==> src/rtl/serial_subtractor_pkg.sv <==
// Shared definitions for the bit-serial subtractor: FSM state encoding and default width.
package serial_subtractor_pkg;

    localparam int DEFAULT_N = 4;

    typedef enum logic [1:0] {
        IDLE  = 2'd0,
        SHIFT = 2'd1,
        DONE  = 2'd2
    } state_e;

endpackage

==> src/rtl/full_subtractor.sv <==
// Single-bit full subtractor cell used by the serial datapath.
module full_subtractor (
    input  logic a,
    input  logic b,
    input  logic bin,
    output logic diff,
    output logic bout
);

    assign diff = a ^ b ^ bin;
    assign bout = (~a & b) | (~(a ^ b) & bin);

endmodule

==> src/rtl/serial_subtractor.sv <==
// Bit-serial unsigned subtractor: one bit per enabled cycle, LSB first, result in d/bout.
module serial_subtractor
    import serial_subtractor_pkg::*;
#(
    parameter int N = DEFAULT_N
) (
    input  logic         clk,
    input  logic         rst,
    input  logic         start,
    input  logic         enable,
    input  logic [N-1:0] a,
    input  logic [N-1:0] b,
    input  logic         bin,
    output logic [N-1:0] d,
    output logic         bout,
    output logic         busy,
    output logic         done
);

    localparam int CW = (N > 1) ? $clog2(N) : 1;
    localparam logic [CW-1:0] LAST_BIT = CW'(N - 1);

    state_e        state_r;
    logic [N-1:0]  a_r;
    logic [N-1:0]  b_r;
    logic          br_r;
    logic [CW-1:0] cnt_r;
    logic          diff_s;
    logic          borrow_s;

    // Operands are shifted right so the active bit is always at index 0.
    full_subtractor u_cell (
        .a    (a_r[0]),
        .b    (b_r[0]),
        .bin  (br_r),
        .diff (diff_s),
        .bout (borrow_s)
    );

    // Control FSM and datapath registers; enable gates every SHIFT update.
    always_ff @(posedge clk) begin
        if (rst) begin
            state_r <= IDLE;
            a_r     <= {N{1'b0}};
            b_r     <= {N{1'b0}};
            br_r    <= 1'b0;
            cnt_r   <= {CW{1'b0}};
            d       <= {N{1'b0}};
            bout    <= 1'b0;
            busy    <= 1'b0;
            done    <= 1'b0;
        end else begin
            case (state_r)
                IDLE: begin
                    if (start && enable) begin
                        a_r     <= a;
                        b_r     <= b;
                        br_r    <= bin;
                        cnt_r   <= {CW{1'b0}};
                        d       <= {N{1'b0}};
                        busy    <= 1'b1;
                        state_r <= SHIFT;
                    end
                end
                SHIFT: begin
                    if (enable) begin
                        d    <= {diff_s, d[N-1:1]};
                        a_r  <= {1'b0, a_r[N-1:1]};
                        b_r  <= {1'b0, b_r[N-1:1]};
                        br_r <= borrow_s;
                        if (cnt_r == LAST_BIT) begin
                            bout    <= borrow_s;
                            done    <= 1'b1;
                            state_r <= DONE;
                        end else begin
                            cnt_r <= cnt_r + CW'(1);
                        end
                    end
                end
                DONE: begin
                    done    <= 1'b0;
                    busy    <= 1'b0;
                    state_r <= IDLE;
                end
                default: begin
                    done    <= 1'b0;
                    busy    <= 1'b0;
                    state_r <= IDLE;
                end
            endcase
        end
    end

endmodule

==> config.mk <==
export PLATFORM = sky130hd
export DESIGN_NAME = serial_subtractor
export DESIGN_NICKNAME = d
export VERILOG_FILES = /design/src/rtl/serial_subtractor_pkg.sv /design/src/rtl/full_subtractor.sv /design/src/rtl/serial_subtractor.sv
export SDC_FILE = /design/constraint.sdc
export NUM_CORES = 1
export LEC_CHECK = 0
export CORE_UTILIZATION = 63
export CTS_CLUSTER_DIAMETER = 60
export CTS_CLUSTER_SIZE = 24
export DETAILED_ROUTE_END_ITERATION = 8
export DONT_BUFFER_PORTS = 1
export PLACE_DENSITY = 0.85
export REMOVE_ABC_BUFFERS = 1
export SETUP_SLACK_MARGIN = 0.5
export SYNTH_ARGS = -nofsm -noshare
export SYNTH_HDL_FRONTEND = slang
export SYNTH_HIERARCHICAL = 1
export SYNTH_SLANG_ARGS = --single-unit
==> constraint.sdc <==
create_clock -name clk -period 3.04 [get_ports clk]
set_input_delay 0.608 -clock clk [delete_from_list [all_inputs] [get_ports clk]]
set_output_delay 0.608 -clock clk [all_outputs]
set_load 0.1 [all_outputs]
==> reports/results.tsv <==
metric	value	unit
total power	0.491	mW
M1 WL	815	um
final WL	1800	um
CTS tree	yes	
final setup skew	7.14	ps
pre-CTS WS	1470	ps
growth of design area from synthesis to finish	1.12	%
fin crit share	62.5	%
crit path launch type	flop	
WP data arrival	1290	ps
worst reg-to-reg setup slack	1600	ps
Worst setup EP type	output pin	
RSZ-0062 raised after global routing	no	
Hold Crit Start	rst	
Reg-to-Reg End	d[2]$_SDFFE_PP0P_	
RR Startpoint	d[2]$_SDFFE_PP0P_	
Setup WS post-layout	1140	ps
clk_lat worst skew	290	ps
syn_area_per_cell	8.46	um^2
Worst Path Required	2430	ps
number of H-tree levels	1	
CTS resizes	0	
global-route wire length before repair	2830	um
die footprint	0.00158	mm^2
clock share of power	31.1	%
post-DR wirelength/cell	15.4	um
Top Ports	20	
worst relative slew slack	33.9	%
antenna viol nets, final	0	
filler cell count	121	
Cells after Synth	106	
placed cells	113	
Worst Setup Path Type	reg2out	
vias in the first global route	655	
Peak supply drop	0.361	mV
Post-Synthesis Cell Area	897	um^2
P per Cell Area	541	mW/mm^2
DR WL met2	887	um
Sw Share	25.8	%
Final Max Slew Viols	0	
starting density of the core	68.1	%
Tightest Pin Transition	990	ps
fin crit period	1900	ps
layout cells sized above 1	5.88	%
Reg clk slew, reported paths	120	ps
total grt overflow	0	
dpl hpwl	1300	um
Highest Signal Layer	met4	
PortBufs	0	
Inserted Diodes	0	
Seq/Total Area, Yosys	44.6	%
#FFs+latches synth	20	
DRT iter0 DRCs	17	
CTS Buf Count	3	
status	completed	
Pint	0.364	mW
Tot GR Track Use	27.1	%
Die Height	39.7	um
RD Place Congestion	0.823	
total setup buffers inserted after CTS	0	
CTS root buf	clkbuf_4	
Max Clock Freq	526	MHz
hold depth	1	
row count	13	
Finished Layout Cells	117	
Synth area leader	dfxtp_1	
combinational share of power	9.1	%
pin count of the biggest net entering global routing	21	
clock sink count	20	
maximum root-to-sink buffer count	2	
final setup TNS	0	ps
crit-path max FO	2	
post-synth cell types	27	
via-per-instance ratio	6.36	
total iterations of the first detailed-routing run	4	
Synth top area share	44.6	%
Sw Pwr	0.127	mW
most area-consuming cells after synthesis	dfxtp_1 45%, a21oi_1 10%, nand2_1 7.1%	
Die Span X	39.7	um
Setup-failing EPs final	0	
final hold vios	0	
# hold bufs at CTS	0	
share of power burned in registers	59.8	%
DR DRC count	0	
Max Cap Violations	0	
core area	0.00132	mm^2
WHS Endpoint	b_r[1]$_SDFFE_PP0P_	
Ys Warns	6	
met3 WL	88	um
initial antenna violation count	0	
Vias	744	
nets	118	
Pleak	0.314	nW
R2R depth	2	
Worst Hold Class	in2reg	
per-layer routing:
metal	vias to the layer above	track usage [%]
li1	373	-
met1	350	35.8
met2	19	43.9
met3	2	5.68
met4	0	7.76
met5	-	0
flip-flops by register name, summed over array words and instances, names as in the netlist:
register and count:
a_r 4, done 1, b_r 4, br_r 1, d 4, cnt_r 2
state_r 2, bout 1, busy 1
placed cells by master, fill, tap and decap left out:
master     Yosys  layout
a21oi_1       18      18
a311oi_1       7       7
a31oi_1        1       1
and2b_1        1       1
and4bb_1       1       1
clkbuf_4       0       3
clkbuf_8       0       1
dfxtp_1       20      20
fa_1           1       1
ha_1           1       1
inv_1          4       4
nand2_1       17      17
nand2b_1       2       2
nand3b_1       2       2
nand4_1        5       5
nand4b_1       1       1
nand4bb_1      1       1
nor2_1         2       2
nor2_2         2       2
nor2b_1        1       1
nor3_1         2       2
o21ai_0        6       6
o21ai_1        1       1
or2_1          2       2
kinds of logic (layout without fill, tap and decap cells):
kind of cell / after synthesis / after routing / share of synthesized area, %
adder cells (fa/ha/maj): 2 / 2 / 3.63
buffers and inverters: 12 / 8 / 6.69
flip-flops: 20 / 20 / 44.6
AO/OA/AOI/OAI: 33 / 33 / 21.5
AND/OR/NAND/NOR: 39 / 39 / 23.6
cell type report:
class                      instances  area, um^2  area share, %
clock buffer                       4        36.3           4.00
inverter                           4        15.0           1.66
multi-input combinational         74         437           48.1
sequential                        20         400           44.1
tap                               15        18.8           2.07
synthesized netlist by cell type:
library cell and count:
or2_1 2, nor3_1 2, a311oi_1 7, nand2_1 17, clkbuf_1 2, and2b_1 1, nand4bb_1 1, o21ai_0 6
nor2b_1 1, buf_2 3, buf_1 1, buf_4 1, nor2_2 2, nand4_1 5, fa_1 1, a21oi_1 18
nand3b_1 2, nand4b_1 1, ha_1 1, a31oi_1 1, buf_6 1, dfxtp_1 20, nor2_1 2, o21ai_1 1
nand2b_1 2, inv_1 4, and4bb_1 1
worst max-delay path by stage:
stage	startpoint	endpoint	slack [ps]	depth (start not counted)
global placement	d[1]$_SDFFE_PP0P_	d[1]	1490	0
finish	busy$_SDFFE_PP0P_	busy	1140	0
global route	d[3]$_SDFFE_PP0P_	d[3]	1090	0
floorplan	d[1]$_SDFFE_PP0P_	d[1]	1500	0
detailed placement	busy$_SDFFE_PP0P_	busy	1470	0
CTS	busy$_SDFFE_PP0P_	busy	1140	0
stage by stage:
step	hold WS [ps]	utilization, %	area (um^2)
after floorplan	444	-	852
after global placement	463	66.1	871
after detailed placement	462	66.1	871
after CTS	365	68.9	907
after global routing	348	68.9	907
final	363	68.9	907
power by group through the flow:
stage,logic (mW),clock network [mW],registers (mW)
3_3_place_gp,0.0433,0,0.298
5_1_grt,0.0516,0.165,0.295
6_report,0.0449,0.153,0.293
2_1_floorplan,0.0363,0,0.297
3_5_place_dp,0.0447,0,0.299
4_1_cts,0.0447,0.153,0.293
(Power assumes the default switching activity.)
